===== src/rtl/spi_target.sv =====
// SPI mode-0 target: receives a SIZE-bit frame MSB-first and returns a SIZE-bit reply word.
// Latency: pin edge to internal event is SYNC_STAGES+1 clk_in cycles; r_valid_out follows CS_n rise by that amount.
// Backpressure: none; the initiator paces the frame, and a frame is strobed out with a one-cycle valid/error pulse.
//
// Ports: clk_in/reset_in (async, active-high); sck_in, cs_n_in, mosi_in SPI pins (oversampled);
//        data_in reply word captured at CS fall; r_miso_out/r_miso_oe_out MISO data and drive enable;
//        r_data_out last good frame; r_valid_out/r_error_out one-cycle strobes; r_busy_out frame in progress.
module spi_target #(
   parameter int SIZE        = 40,
   parameter int SYNC_STAGES = 2
) (
   input  logic            clk_in,
   input  logic            reset_in,
   input  logic            sck_in,
   input  logic            cs_n_in,
   input  logic            mosi_in,
   input  logic [SIZE-1:0] data_in,
   output logic            r_miso_out,
   output logic            r_miso_oe_out,
   output logic [SIZE-1:0] r_data_out,
   output logic            r_valid_out,
   output logic            r_error_out,
   output logic            r_busy_out
);

   localparam int              CW       = $clog2(SIZE + 2);
   localparam logic [CW-1:0]   CNT_SIZE = CW'(SIZE);
   localparam logic [CW-1:0]   CNT_MAX  = CW'(SIZE + 1);

   localparam logic [1:0] S_WAIT_IDLE = 2'd0;
   localparam logic [1:0] S_IDLE      = 2'd1;
   localparam logic [1:0] S_ACTIVE    = 2'd2;

   logic [SYNC_STAGES-1:0] sck_sync_q, cs_sync_q, mosi_sync_q;
   logic                   sck_dly_q, cs_dly_q;
   logic                   primed_q;
   logic [1:0]             state_q, state_d;
   logic [CW-1:0]          cnt_q, cnt_d;
   logic [SIZE-1:0]        rx_q, rx_d;
   logic [SIZE-1:0]        tx_q, tx_d;
   logic [SIZE-1:0]        data_q, data_d;
   logic                   miso_q, miso_d;
   logic                   oe_q, oe_d;
   logic                   busy_q, busy_d;
   logic                   valid_q, valid_d;
   logic                   error_q, error_d;

   logic sck_s, cs_s, mosi_s;
   logic sck_rise, sck_fall, cs_rise, cs_fall;

   assign sck_s    = sck_sync_q[SYNC_STAGES-1];
   assign cs_s     = cs_sync_q[SYNC_STAGES-1];
   assign mosi_s   = mosi_sync_q[SYNC_STAGES-1];
   assign sck_rise = sck_s & ~sck_dly_q;
   assign sck_fall = ~sck_s & sck_dly_q;
   assign cs_rise  = cs_s & ~cs_dly_q;
   assign cs_fall  = ~cs_s & cs_dly_q;

   always_comb begin
      state_d = state_q;
      cnt_d   = cnt_q;
      rx_d    = rx_q;
      tx_d    = tx_q;
      data_d  = data_q;
      miso_d  = miso_q;
      oe_d    = oe_q;
      busy_d  = busy_q;
      valid_d = 1'b0;
      error_d = 1'b0;
      case (state_q)
         S_WAIT_IDLE: begin
            // The CS synchroniser resets to 1, so its reset value alone proves nothing.
            // Leave only once the whole pipeline has been refilled from the pin and reads
            // high; a reset released mid-frame then waits out the rest of that frame.
            if (primed_q && (&cs_sync_q) && cs_dly_q) begin
               state_d = S_IDLE;
            end
         end
         S_IDLE: begin
            if (cs_fall) begin
               tx_d    = data_in;
               cnt_d   = '0;
               miso_d  = data_in[SIZE-1];
               oe_d    = 1'b1;
               busy_d  = 1'b1;
               state_d = S_ACTIVE;
            end
         end
         S_ACTIVE: begin
            if (sck_rise) begin
               rx_d = {rx_q[SIZE-2:0], mosi_s};
               if (cnt_q != CNT_MAX) begin
                  cnt_d = cnt_q + CW'(1);
               end
            end
            // The first bit is already on MISO from CS fall; shift only after a rising edge.
            if (sck_fall && (cnt_q != '0)) begin
               tx_d   = {tx_q[SIZE-2:0], 1'b0};
               miso_d = tx_q[SIZE-2];
            end
            // Evaluated after the SCK action so a same-cycle last edge still counts.
            if (cs_rise) begin
               oe_d    = 1'b0;
               busy_d  = 1'b0;
               state_d = S_IDLE;
               if (cnt_d == CNT_SIZE) begin
                  data_d  = rx_d;
                  valid_d = 1'b1;
               end else begin
                  error_d = 1'b1;
               end
            end
         end
         default: state_d = S_WAIT_IDLE;
      endcase
   end

   always_ff @(posedge clk_in or posedge reset_in) begin
      if (reset_in) begin
         sck_sync_q  <= '0;
         cs_sync_q   <= '1;
         mosi_sync_q <= '0;
         sck_dly_q   <= 1'b0;
         cs_dly_q    <= 1'b1;
         primed_q    <= 1'b0;
         state_q     <= S_WAIT_IDLE;
         cnt_q       <= '0;
         rx_q        <= '0;
         tx_q        <= '0;
         data_q      <= '0;
         miso_q      <= 1'b0;
         oe_q        <= 1'b0;
         busy_q      <= 1'b0;
         valid_q     <= 1'b0;
         error_q     <= 1'b0;
      end else begin
         sck_sync_q  <= {sck_sync_q[SYNC_STAGES-2:0], sck_in};
         cs_sync_q   <= {cs_sync_q[SYNC_STAGES-2:0], cs_n_in};
         mosi_sync_q <= {mosi_sync_q[SYNC_STAGES-2:0], mosi_in};
         sck_dly_q   <= sck_s;
         cs_dly_q    <= cs_s;
         primed_q    <= 1'b1;
         state_q     <= state_d;
         cnt_q       <= cnt_d;
         rx_q        <= rx_d;
         tx_q        <= tx_d;
         data_q      <= data_d;
         miso_q      <= miso_d;
         oe_q        <= oe_d;
         busy_q      <= busy_d;
         valid_q     <= valid_d;
         error_q     <= error_d;
      end
   end

   assign r_miso_out    = miso_q;
   assign r_miso_oe_out = oe_q;
   assign r_data_out    = data_q;
   assign r_valid_out   = valid_q;
   assign r_error_out   = error_q;
   assign r_busy_out    = busy_q;

endmodule


===== config.mk =====
export PLATFORM = sky130hd
export DESIGN_NAME = spi_target
export DESIGN_NICKNAME = d
export VERILOG_FILES = /design/src/rtl/spi_target.sv
export SDC_FILE = /design/constraint.sdc
export NUM_CORES = 1
export LEC_CHECK = 0
export CELL_PAD_IN_SITES_DETAIL_PLACEMENT = 0
export CELL_PAD_IN_SITES_GLOBAL_PLACEMENT = 1
export CORE_MARGIN = 2
export CORE_UTILIZATION = 29
export DETAILED_ROUTE_END_ITERATION = 10
export GPL_TIMING_DRIVEN = 0
export PLACE_DENSITY_LB_ADDON = 0.1
export SLEW_MARGIN = 20
export SYNTH_ARGS = -nofsm -noshare
export SYNTH_HDL_FRONTEND = slang
export SYNTH_SLANG_ARGS = --single-unit

===== constraint.sdc =====
create_clock -name clk_in -period 12.55 [get_ports clk_in]
set_input_delay 1.8825 -clock clk_in [delete_from_list [all_inputs] [get_ports clk_in]]
set_output_delay 1.8825 -clock clk_in [all_outputs]
set_load 0.01 [all_outputs]

# Yosys cells after proc, flatten, opt, wreduce, memory -nomap -nowiden
# Index checks and enable logic that the tools add are counted.
[word_totals] regBits=140 input_bits=45
[classes] addsub=1 n_eq_ne=8 n_mux=25 bitwise_logic=8 reduce_logical=12
[op_table] op="39-bit two-way mux" n=2
[op_table] op="39-bit one-hot mux with 2 select lines" n=1
[op_table] op="40-bit two-way mux" n=1
[op_table] op="6-bit two-way mux" n=4
[op_table] op="6-bit one-hot mux with 2 select lines" n=1
[op_table] op="3-bit AND reduction" n=4
[op_table] op="1-bit two-way mux" n=10
[op_table] op="2-bit != test (second input constant)" n=4
[op_table] op="6-bit by 1-bit adder with 6-bit output (second input constant)" n=1
[op_table] op="6-bit equality test (second input constant)" n=1
[op_table] op="2-bit two-way mux" n=3
[op_table] op="6-bit != test (second input constant)" n=1
[op_table] op="2-bit one-hot mux with 3 select lines" n=1
[op_table] op="6-bit nonzero test" n=1
[op_table] op="1-bit AND" n=4
[op_table] op="1-bit NOT" n=4
[op_table] op="1-bit one-hot mux with 2 select lines" n=2
[op_table] op="2-bit AND reduction" n=2
[op_table] op="1-bit logical AND" n=3
[op_table] op="2-bit by 1-bit equality test with 1-bit output (second input constant)" n=1
[op_table] op="2-bit equality test (second input constant)" n=1
[op_table] op="2-bit zero test" n=1
[op_table] op="2-bit nonzero test" n=1

# Longest topological paths before layout
# Gate-level depths: netlist of run 1.
[logic_depth] ltp_word=8 depth_mapped=8 depth_no_buf=7

# Worst setup path before layout of run 1
# No wires, ideal clock.
[synth_path] path_kind="flip-flop to output port" start="register, netlist name r_busy_out" end="output port r_miso_oe_out" t_arrival_ns=0.566 required_ns=10.667 setup_slack_ns=10.101 stages_incl_launch_ff=2 n_path_buf=1 cell_sequence="dfrtp_1 buf_4"
[synth_lines] element="to (decl)" line="19" source="output logic r_miso_oe_out,"

==> results by stage, run 1 <==
Status:
- The flow ran to the end, and the final reports show no timing, DRC or antenna violations.

Timing:
- The post-route clock skew is 7.80 ps.
- The pin slew with the least headroom to its limit is 747 ps.
- The number of setup violations in the final report is 0.
- The count of final max-slew check failures is 0.
- The total negative slack for setup checks is 0 ps.
- Static timing analysis puts the maximum clock frequency at 301 MHz.
- The worst pin sits at a relative slew slack of 49.5%.
- The final-report hold violation count came to 0.
- The worst path uses 26.5% of the clock period.
- The post-route minimum period is 3330 ps.
- Setup repair after global routing left no endpoint under its margin.

Critical path:
- The required time of the worst setup path is 10670 ps.
- The kind of cell with the highest combined delay along the critical path is buffers and inverters.
- The type of the setup path with the least slack is flip-flop to primary output.
- In this design, the stage delay of the slowest critical-path cell is 520 ps.
- Measured in cells, the most critical reg-to-reg path has a length of 6.
- The startpoint class of the critical path is a flip-flop.
- Together, buffers and inverters on the worst path number 2.
- STA puts the critical path data arrival time at 1440 ps.
- Of all nets on the critical path, the largest fanout is 4.
- The critical path crosses 2 cells after its start point.
- The slowest stage of the critical path belongs to the cell sky130_fd_sc_hd__clkdlybuf4s50_1.
- Traced cell by cell, the critical path runs through buf_4, clkdlybuf4s50_1.
- The category of the worst setup path capture point is a primary output.

Placement:
- Input and output buffers added on the ports amount to 89.
- At the end of routability-driven placement, the weighted congestion stood at 0.794.
- The post-detailed-placement half-perimeter wirelength is 8990 um.

Global routing:
- The global-route wire length before repair is 22000 um.
- Global routing used 12.5% of the available tracks.
- After global routing the overflow that remains totals 0.
- The number of antenna violations at the first check in global routing is 0.
- The number of global-route vias before repair is 4345.
- Entering global routing, the biggest net connects 89 pins.

Power and ir drop:
- For this design the ratio of total power to cell area is 158 nW/um^2.
- The net switching fraction of the power is 24.6%.
- The share of power burned in registers is 44.0%.
- The internal power consumption is 973 uW.
- The logic gate share of total power is 12.2%.
- VDD sags by at most 0.0868 mV.
- The post-route total power is 1290 uW.
- Summed over all cells, the static leakage comes to 0.00402 uW.
- Summed over all nets, the switching power comes to 318 uW.
- The part of the power in the clock network is 43.9%.

Logic synthesis:
- The post-synthesis area per instance is 10.9 sq um.
- During synthesis, Yosys emitted a total of 0 warnings.
- Of all flip-flops after synthesis, the portion carrying an async set or reset was 100%.
- Synthesis instantiated 39 different standard cells from the library.
- When the netlist entered floorplanning its net count stood at 617.
- Yosys mapped a number of flops with a built-in enable equal to 0.
- For this run, the leading register cell type out of synthesis is sky130_fd_sc_hd__dfrtp_1.
- The number of storage elements in the synthesis netlist is 140.
- The mapped netlist covers 6230 sq um.
- The synthesized netlist cell count is 569.
- Of the synthesized area, sequential elements account for 56.3%.

Floorplanning:
- The starting density of the core is 29.6%.
- The floorplan has 53 rows.
- The number of primary I/O pins is 90.
- The die boundary width is 151 um.
- The die extent in y is 151 um.
- The area of the die is 22700 sq um.
- The area inside the core boundary is 21000 sq um.

Detailed routing:
- The detailed router finished its first iteration with 209 violations.
- The antenna violation net count after detailed routing is 0.
- After detailed routing, the total wire length is 13200 um.
- The first-pass iteration count of the detailed router is 4.
- Using the TritonRoute via totals, the vias-per-cell ratio works out to 4.50.
- Summing over every cut layer, the via total after detailed routing is 4349.
- The per-cell routed wire length is 13.6 um.
- After detailed routing, the number of remaining DRC violations is 0.

Run:
- The number of maximum-capacitance violations is 0.

Clock network:
- The clock-pin slew reported for the worst setup and hold paths after clock tree synthesis is 60 ps.
- The clock tree from TritonCTS is yes.
- The cell at the root of the clock tree is sky130_fd_sc_hd__clkbuf_16.
- The clock reaches the later pin of the worst-skew pair after 410 ps.
- The number of buffers inserted during clock tree synthesis is 17.
- The clock passes through at most 2 buffers.
- The H-tree was split into 4 levels.
- The count of cells resized by post-cts repair is 0.
- For this design, the CTS-stage hold fixing added 0 buffers.
- The total setup buffers inserted after CTS is 0.
- The CTS sink count is 140.

Finish:
- After filler insertion, the fill cell instance count of the layout stands at 2055.
- The share of cells above drive strength 1 is 12.3%.
- The number of antenna diodes in the final layout is 0.
- From synthesis to final layout, the design area changed by 31.1%.
- In the final design database the tool counted 726 nets.

Worst hold path:
- The worst hold path passes through 0 cells.
- The type of the most critical hold path is flip-flop to flip-flop.
-- worst paths after layout --
path	slack (ps)	to	startpoint
hold reg to reg	350	mosi_sync_q[1]$_DFF_PP0_	mosi_sync_q[0]$_DFF_PP0_
hold / removal	350	mosi_sync_q[1]$_DFF_PP0_	mosi_sync_q[0]$_DFF_PP0_
setup / recovery	9220	r_miso_oe_out	r_busy_out$_DFFE_PP0P_
min in group asynchronous	1880	tx_q[22]$_DFFE_PP0P_	reset_in
max in group asynchronous	9910	rx_q[6]$_DFFE_PP0P_	reset_in
setup reg to reg	9940	r_data_out[27]$_DFFE_PP0P_	sck_sync_q[1]$_DFF_PP0_
-- cells by family (layout without fill, tap and decap cells) --
family / Yosys count / in the layout / share of synthesized area (%)
adders and majority gates: 3 / 3 / 0.603
and+or+nand+nor: 200 / 200 / 13.1
muxes: 119 / 119 / 20.7
other: 1 / 1 / 0.0602
DFF: 140 / 140 / 56.3
buffers and inverters: 41 / 163 / 3.17
xor gates and xnor gates: 2 / 2 / 0.281
AOI/OAI and AO/OA: 63 / 63 / 5.72
-- per-stage QoR --
stage | setup WS (ps) | std cells | util (%) | hold slack, ps | cell area (sq um)
after floorplan | 6920 | 569 | - | 331 | 6230
after global placement | 4800 | 933 | 35.5 | 337 | 7460
after detailed placement | 9420 | 934 | 35.7 | 340 | 7500
after CTS | 9180 | 966 | 38.9 | 353 | 8170
after global routing | 9130 | 966 | 38.9 | 364 | 8170
final | 9220 | 966 | 38.9 | 351 | 8170
-- registers in the layout, indices dropped and copies added, names as in the netlist --
name	count
cs_sync_q	2
r_busy_out	1
r_data_out	40
state_q	2
sck_dly_q	1
sck_sync_q	2
mosi_sync_q	2
r_error_out	1
tx_q	39
cs_dly_q	1
cnt_q	6
primed_q	1
r_miso_out	1
rx_q	40
r_valid_out	1
-- Yosys cell counts, types with 2 or more instances --
master | count | area share [%]
sky130_fd_sc_hd__a21oi_1 | 4 | 0.32
sky130_fd_sc_hd__nor3_1 | 3 | 0.24
sky130_fd_sc_hd__a32o_1 | 2 | 0.32
sky130_fd_sc_hd__clkbuf_1 | 21 | 1.3
sky130_fd_sc_hd__buf_1 | 7 | 0.42
sky130_fd_sc_hd__nor2b_1 | 3 | 0.30
sky130_fd_sc_hd__inv_1 | 5 | 0.30
sky130_fd_sc_hd__o21ai_0 | 46 | 3.7
sky130_fd_sc_hd__nand2_1 | 168 | 10
sky130_fd_sc_hd__xnor2_1 | 2 | 0.28
sky130_fd_sc_hd__ha_1 | 3 | 0.60
sky130_fd_sc_hd__nor2_1 | 10 | 0.60
sky130_fd_sc_hd__dfstp_2 | 3 | 1.3
sky130_fd_sc_hd__nand2b_1 | 4 | 0.40
sky130_fd_sc_hd__a2111oi_0 | 2 | 0.28
sky130_fd_sc_hd__nand3_1 | 5 | 0.40
sky130_fd_sc_hd__dfrtp_1 | 137 | 55
sky130_fd_sc_hd__mux2i_1 | 39 | 6.3
sky130_fd_sc_hd__mux2_2 | 40 | 7.2
sky130_fd_sc_hd__buf_2 | 2 | 0.16
sky130_fd_sc_hd__o22ai_1 | 2 | 0.20
sky130_fd_sc_hd__mux2_1 | 40 | 7.2
sky130_fd_sc_hd__buf_6 | 5 | 0.90
-- placed cells by master, fill, tap and decap left out, drive strengths merged, types with 2 or more instances in the layout --
cell | netlist | final
xnor2 | 2 | 2
nand3 | 5 | 5
nand2b | 4 | 4
o22ai | 2 | 2
a32o | 2 | 2
inv | 5 | 7
o21ai | 46 | 46
buf | 15 | 16
ha | 3 | 3
a21oi | 4 | 4
dfrtp | 137 | 137
dfstp | 3 | 3
bufinv | 0 | 5
clkbuf | 21 | 44
mux2 | 80 | 80
nor3 | 3 | 3
nand2 | 168 | 168
a2111oi | 2 | 2
nor2 | 10 | 10
clkdlybuf4s50 | 0 | 89
nor2b | 3 | 3
mux2i | 39 | 39
-- layout make-up --
class	instances	area, sq um	area share [%]
multi-input cells	388	2520	30.9
inverters	5	26.3	0.322
plain buffers	36	179	2.19
clock inverters	9	180	2.21
repair buffers	90	918	11.2
clock buffers	23	488	5.97
well taps	275	344	4.21
flip-flops and latches	140	3510	42.9
-- power by group through the flow --
stage               clock, uW  sequential (uW)  combinational (uW)
finish                    567              568                 157
global route              607              580                 183
CTS                       583              568                 162
detailed placement          0              575                 163
global placement            0              574                 155
floorplan                   0              564                 111
-- routing by layer --
metal	wire length, um	track usage, %
met5	0	0
met4	191	4.43
met2	6150	19.4
met3	620	4.00
met1	6210	16.3
-- worst reg2reg max path, delay by kind of cell, from the launching register on --
family	cells	cell delay, ps
AND/OR/NAND/NOR	2	810
buffers and inverters	2	660
flip-flops	1	400
multiplexers	1	330
AO/OA/AOI/OAI	1	280
Power figures use the tool's default switching activity.
==> inputs of run 2 (changes only) <==
clock period = 3 ns   (was 12.55 ns; I/O delays follow)
==> results by stage, run 2 (synthesized netlist as in run 1, its figures left out) <==
Status:
- The flow ran to the end, and the final reports show no timing, DRC or antenna violations.

Clock network:
- The quantity of hold-fixing buffers added after cts is 0.
- CTS placed an instance of sky130_fd_sc_hd__clkbuf_16 at the clock tree root.
- CTS built an H-tree with a depth of 4.
- The CTS sink count is 140.
- Clock-pin slew was measured on the worst setup and hold paths at 60 ps.
- The number of buffers inserted during clock tree synthesis is 17.
- The total setup buffers inserted after CTS is 0.
- The clock latency on the worst-skew pair is 420 ps.
- The maximum number of buffers from clock root to sink is 2.
- The clock tree from TritonCTS is yes.
- In this run, post-CTS repair resized a total of 0 instances.

Detailed routing:
- Once detail routing completed, the nets flagged for antenna violations numbered 0.
- Before antenna repair, the detailed router went through 4 iterations.
- The detailed router's first-iteration violation count is 174.
- The detailed-route vias per instance is 4.47.
- The routed design has 13100 um of wire.
- Detailed routing inserted a total of 4340 vias.
- The per-cell routed wire length is 13.5 um.
- After detailed routing, the number of remaining DRC violations is 0.

Critical path:
- The setup path with the least slack is of type flip-flop to flip-flop.
- The startpoint class of the critical path is a flip-flop.
- The arrival time at the worst endpoint is 2920 ps.
- The largest fanout on the critical path is 10.
- In this run the register-to-register setup slack is 370 ps.
- The category of the worst setup path capture point is a flip-flop.
- The critical-path cell with the highest stage delay is sky130_fd_sc_hd__nor4_4.
- The longest individual stage delay on the worst path is 660 ps.
- Walking the worst path, the cells encountered are nand2b_1, a2111oi_0, a221oi_1, nor4_4, buf_6, mux2_1.
- The required time of the worst setup path is 3300 ps.

Global routing:
- The layer flagged by global routing as most heavily used is met2.
- For this run the aggregate overflow at the end of global routing stands at 0.
- The number of global-route vias before repair is 4427.
- The global-route wire length before repair is 22400 um.
- The pin count of the biggest net entering global routing is 34.
- The met3 demand-to-capacity share in global routing is 3.52%.
- Global routing consumed, on the met1 layer, 16.3% of the routing resources.
- In the global route stage, overall resource usage came out at 12.6%.
- For met2 alone, demand over resource in global routing was 19.9%.
- The number of antenna violations at the first check in global routing is 0.

Timing:
- Derived from the worst setup path, the maximum achievable clock frequency is 381 MHz.
- The post-route minimum period is 2630 ps.
- Setup repair after global routing left no endpoint under its margin.
- The final-report hold violation count is 0.
- For the pin with the worst max-slew slack, the measured transition is 748 ps.
- The worst-case headroom to the max-slew limit is 49.5%.
- For the final database, setup skew stands at 6.42 ps.
- Setup violations remaining at the end of the flow were counted as 0.
- The count of final max-slew check failures came to 0.
- The final critical path takes up 87.5% of the cycle.

Power and ir drop:
- The post-route total power is 5130 uW.
- The standby leakage power is 0.00401 uW.
- Power spread over the standard cell area amounts to 628 nW/um^2.
- The maximum resistive drop on vdd is 0.359 mV.

Floorplanning:
- The die extent in y is 151 um.
- From left edge to right edge, the die measures 151 um.
- The area of the die is 22700 sq um.
- The initialized floorplan defines 53 standard-cell rows.
- The floorplan step defined a core boundary enclosing 21000 sq um.
- For this design the top-level I/O count stands at 90.
- The starting density of the core is 29.6%.

Placement:
- At the end of routability-driven placement, the weighted congestion stood at 0.854.
- Once placement finished, the instance area stood at 7580 sq um.
- The number of buffers inserted by port buffering is 89.
- The post-detailed-placement half-perimeter wirelength is 9370 um.
- Counting tap cells, the placed design contains a total of 938 instances.

Finish:
- With fillers left out, the area of the finished cells amounts to 8170 sq um.
- At the end of the flow, the number of nets in the layout was 730.
- After the flow finishes, the layout carries non-filler instances totaling 970.
- After filler insertion, the fill cell instance count of the layout stands at 2073.
- The post-route netlist has 12.8% of its cells at a drive strength greater than 1.
- The antenna diode instance count is 0.
- The library cells used most frequently in the layout, excluding fill and tap cells, are 168 x sky130_fd_sc_hd__nand2_1, 137 x sky130_fd_sc_hd__dfrtp_1, 89 x sky130_fd_sc_hd__clkdlybuf4s50_1, 46 x sky130_fd_sc_hd__o21ai_0.
- Compared with the post-synthesis result, the final layout area differs by 31.1%.
- Leaving out fill and tap cells, the most frequent cell in the layout is sky130_fd_sc_hd__nand2_1.

Run:
- The number of maximum-capacitance violations is 0.

Worst hold path:
- The type of the most critical hold path is flip-flop to flip-flop.
-- run 2: cell types whose count changed in the layout (fill, tap and decap cells not counted), sizes merged --
cell / change
buf: +4
bufinv: -3
clkbuf: -1
clkinv: +4
clkinvlp: +3
inv: -3
-- run 2: worst paths after layout --
path	depth (start not counted)	from	end
max	6	sck_dly_q$_DFF_PP0_	r_data_out[32]$_DFFE_PP0P_
min in group asynchronous	2	reset_in	tx_q[33]$_DFFE_PP0P_
min reg2reg	0	mosi_sync_q[0]$_DFF_PP0_	mosi_sync_q[1]$_DFF_PP0_
max reg2reg	6	sck_dly_q$_DFF_PP0_	r_data_out[32]$_DFFE_PP0P_
min	0	mosi_sync_q[0]$_DFF_PP0_	mosi_sync_q[1]$_DFF_PP0_
max in group asynchronous	5	reset_in	rx_q[16]$_DFFE_PP0P_
-- run 2: cell type report --
type	count	area, sq um	share of cell area (%)
Clock buffer	22	474	5.81
Tap cell	275	344	4.21
Sequential cell	140	3510	43.0
Buffer	36	179	2.19
Multi-Input combinational cell	388	2520	30.9
Timing Repair Buffer	94	998	12.2
Inverter	5	22.5	0.276
Clock inverter	10	115	1.41
-- run 2: metal layers --
| layer | up-vias | share of wire (%) | wire [um] |
|---|---|---|---|
| li1 | 2148 | - | - |
| met1 | 2085 | 47 | 6190 |
| met2 | 88 | 47 | 6170 |
| met3 | 19 | 4.3 | 570 |
| met4 | 0 | 1.6 | 208 |
| met5 | - | 0 | 0 |
-- run 2: metrics by stage --
step	worst slack, ps	hold WS [ps]	setup TNS (ps)	utilization (%)
floorplan	803	331	0	-
global placement	-540	336	-72580	35.5
detailed placement	356	342	0	36.0
CTS	347	357	0	38.8
global route	105	365	0	38.8
finish	375	354	0	38.8
-- run 2: critical path, delay by kind of cell (launching register included) --
family          cells  cell delay [ps]
mux                 1              330
simple gates        2              860
compound gates      2              660
flops               1              400
buf+inv             1              250
-- run 2: report_power, final --
group          switching, uW  internal (uW)  leakage (uW)  total, uW
combinational            352            316       0.00188        668
sequential               179           2200       0.00185       2370
clock                    799           1290      0.000282       2090
total                   1330           3800       0.00401       5130
==> inputs of run 3 (changes only) <==
CTS_BUF_LIST = sky130_fd_sc_hd__clkbuf_2 sky130_fd_sc_hd__clkbuf_4 sky130_fd_sc_hd__clkbuf_8   (was unset)
SLEW_MARGIN = 10   (was 20)
==> results by stage, run 3 (synthesized netlist as in run 1, its figures left out) <==
Clock network:
- The quantity of hold-fixing buffers added after cts is 0.
- The number of buffers inserted during clock tree synthesis is 17.
- The count of cells resized by post-cts repair is 0.
- The clock reaches the later pin of the worst-skew pair after 430 ps.
- The clock tree from TritonCTS is yes.
- The clock passes through at most 2 buffers.
- The CTS sink count is 140.
- CTS built an H-tree with a depth of 4.
- The tree is rooted in a sky130_fd_sc_hd__clkbuf_8.
- Once the clock tree was built, the setup fixing pass inserted 0 buffers.
- The clock-pin slew reported for the worst setup and hold paths after clock tree synthesis is 80 ps.

Critical path:
- The launch point of the critical path is cnt_q[1]$_DFFE_PP0P_.
- The arrival time at the worst endpoint is 2880 ps.
- The required time of the worst setup path is 3310 ps.
- The source of the worst register-to-register timing path is cnt_q[1]$_DFFE_PP0P_.
- Along the worst path, the maximum fanout reaches 10.
- The startpoint class of the critical path is a flip-flop.
- The type of the setup path with the least slack is flip-flop to flip-flop.
- The category of the worst setup path capture point is a flip-flop.

Power and ir drop:
- Across the VDD grid, the largest voltage drop is 0.261 mV.
- The internal power of the cells totals 3360 uW.
- The power per standard cell area is 577 nW/um^2.
- In this run, flip-flops and latches consume 51.7% of the power.
- Net switching is 26.7% of the power.
- The logic gate share of total power is 14.5%.
- The net switching power is 1220 uW.
- The clock network accounts for 33.8% of the total power.
- The standby leakage power is 0.00392 uW.

Placement:
- Port buffering added 89 buffers.
- At the end of routability-driven placement, the weighted congestion stood at 0.854.
- The post-detailed-placement half-perimeter wirelength is 9250 um.
- Summing all placed instances gives a cell area of 7550 sq um.

Finish:
- Relative to the synthesized area, the layout overhead comes to 27.7%.
- The antenna diode instance count is 0.
- The net count of the finished layout is 729.
- The library cells used most frequently in the layout, excluding fill and tap cells, are 168 x sky130_fd_sc_hd__nand2_1, 137 x sky130_fd_sc_hd__dfrtp_1, 89 x sky130_fd_sc_hd__clkdlybuf4s50_1, 46 x sky130_fd_sc_hd__o21ai_0.
- The share of cells above drive strength 1 is 12.8%.
- The design area is 7950 sq um.
- The library cell used most frequently in the layout, excluding fill and tap cells, is sky130_fd_sc_hd__nand2_1.

Global routing:
- Global routing consumed, over all layers together, 12.4% of the routing resources.
- Global routing finished with a remaining overflow of 0.
- The pin count of the biggest net entering global routing is 37.
- The number of antenna violations at the first check in global routing is 0.
- The global-route wire length before repair is 22200 um.
- The number of global-route vias before repair came to 4430.

Timing:
- Setup total negative slack on the finished layout was measured at 0 ps.
- The worst-case headroom to the max-slew limit is 50.4%.
- The worst path uses 85.8% of the clock period.
- For this run, the top clock speed supported by timing is 389 MHz.
- The final-report hold violation count came to 0.
- For the final database, setup skew stands at 7.53 ps.
- The worst path in the final design needs a cycle of 2570 ps, including I/O delays and setup.
- The count of final max-slew check failures is 0.
- Setup repair after global routing left no endpoint under its margin.
- The number of setup violations in the final report is 0.
- The pin slew with the least headroom to its limit is 744 ps.

Floorplanning:
- Once the floorplan was initialized, standard cells occupied 29.6% of the core.
- Measured along the x axis, the die boundary spans 151 um.
- Row generation in the floorplan step produced 53 rows.
- The region available for standard cell placement spans 21000 sq um.
- The die extent in y is 151 um.
- The number of primary I/O pins is 90.
- The die covers 22700 sq um.

Detailed routing:
- The detailed-route vias per instance is 4.53.
- After detailed routing, the total wire length is 13100 um.
- The antenna violation net count after detailed routing is 0.
- The first detailed-routing pass took 4 iterations.
- For this run, design rule violations remaining after detail routing come to 0.
- The routed layout has 4388 vias.
- The per-cell routed wire length is 13.5 um.
- After the first detailed-routing iteration, the DRC count stood at 162.

Run:
- Across the run, the number of max-cap violations was 0.

Worst hold path:
- The type of the most critical hold path is flip-flop to flip-flop.
- The startpoint identified for the worst hold timing path is sck_sync_q[0]$_DFF_PP0_.

Status:
- The flow ran to the end, and the final reports show no timing, DRC or antenna violations.
run 3: final timing paths:
check	to	slack, ps	cells after the start
worst max register to register	r_data_out[36]$_DFFE_PP0P_	430	8
max in group asynchronous	r_data_out[30]$_DFFE_PP0P_	1800	4
worst min-delay path	sck_sync_q[1]$_DFF_PP0_	350	0
worst min register to register	sck_sync_q[1]$_DFF_PP0_	350	0
min in group asynchronous	primed_q$_DFF_PP0_	410	2
worst max-delay path	r_data_out[36]$_DFFE_PP0P_	430	8
run 3: area by class of cell:
cell class              count  area, sq um
inverters                   5         22.5
fillers                  2092        13100
clock buffers              25          319
well taps                 275          344
repair buffers             93          971
flip-flops and latches    140         3510
clock inverters             6         85.1
plain buffers              36          179
multi-input cells         388         2520
run 3: critical path: stages (launching register included):
cell	delay (ps)
sky130_fd_sc_hd__dfrtp_1	440
sky130_fd_sc_hd__inv_1	100
sky130_fd_sc_hd__ha_1	140
sky130_fd_sc_hd__nand3_1	130
sky130_fd_sc_hd__a2111oi_0	410
sky130_fd_sc_hd__a31oi_1	160
sky130_fd_sc_hd__nor4_4	490
sky130_fd_sc_hd__buf_6	250
sky130_fd_sc_hd__mux2_1	330
run 3: per-layer routing:
| metal | GRT usage (%) | wire length [um] | share of wire (%) | vias up |
|---|---|---|---|---|
| met5 | 0 | 0 | 0 | - |
| met4 | 4.10 | 153 | 1.2 | 0 |
| met3 | 3.73 | 574 | 4.4 | 10 |
| met2 | 19.9 | 6130 | 47 | 72 |
| met1 | 16.1 | 6200 | 47 | 2158 |
| li1 | - | - | - | 2148 |
run 3: per-stage QoR:
stage | hold slack, ps | power (uW) | cells | utilization, % | worst slack [ps]
2_1_floorplan | 331 | 2820 | 569 | - | 803
3_3_place_gp | 336 | 3050 | 933 | 35.5 | -540
3_5_place_dp | 336 | 3090 | 937 | 35.9 | 367
4_1_cts | 356 | 4680 | 968 | 37.8 | 353
5_1_grt | 361 | 4890 | 968 | 37.8 | 108
6_report | 353 | 4590 | 968 | 37.8 | 426
run 3: power groups by stage:
stage                     Clock [uW]  Combinational (uW)  Sequential [uW]
after global placement             0                 653             2400
after CTS                       1630                 683             2370
final                           1550                 664             2370
after detailed placement           0                 684             2410
after floorplan                    0                 463             2360
after global routing            1710                 770             2420
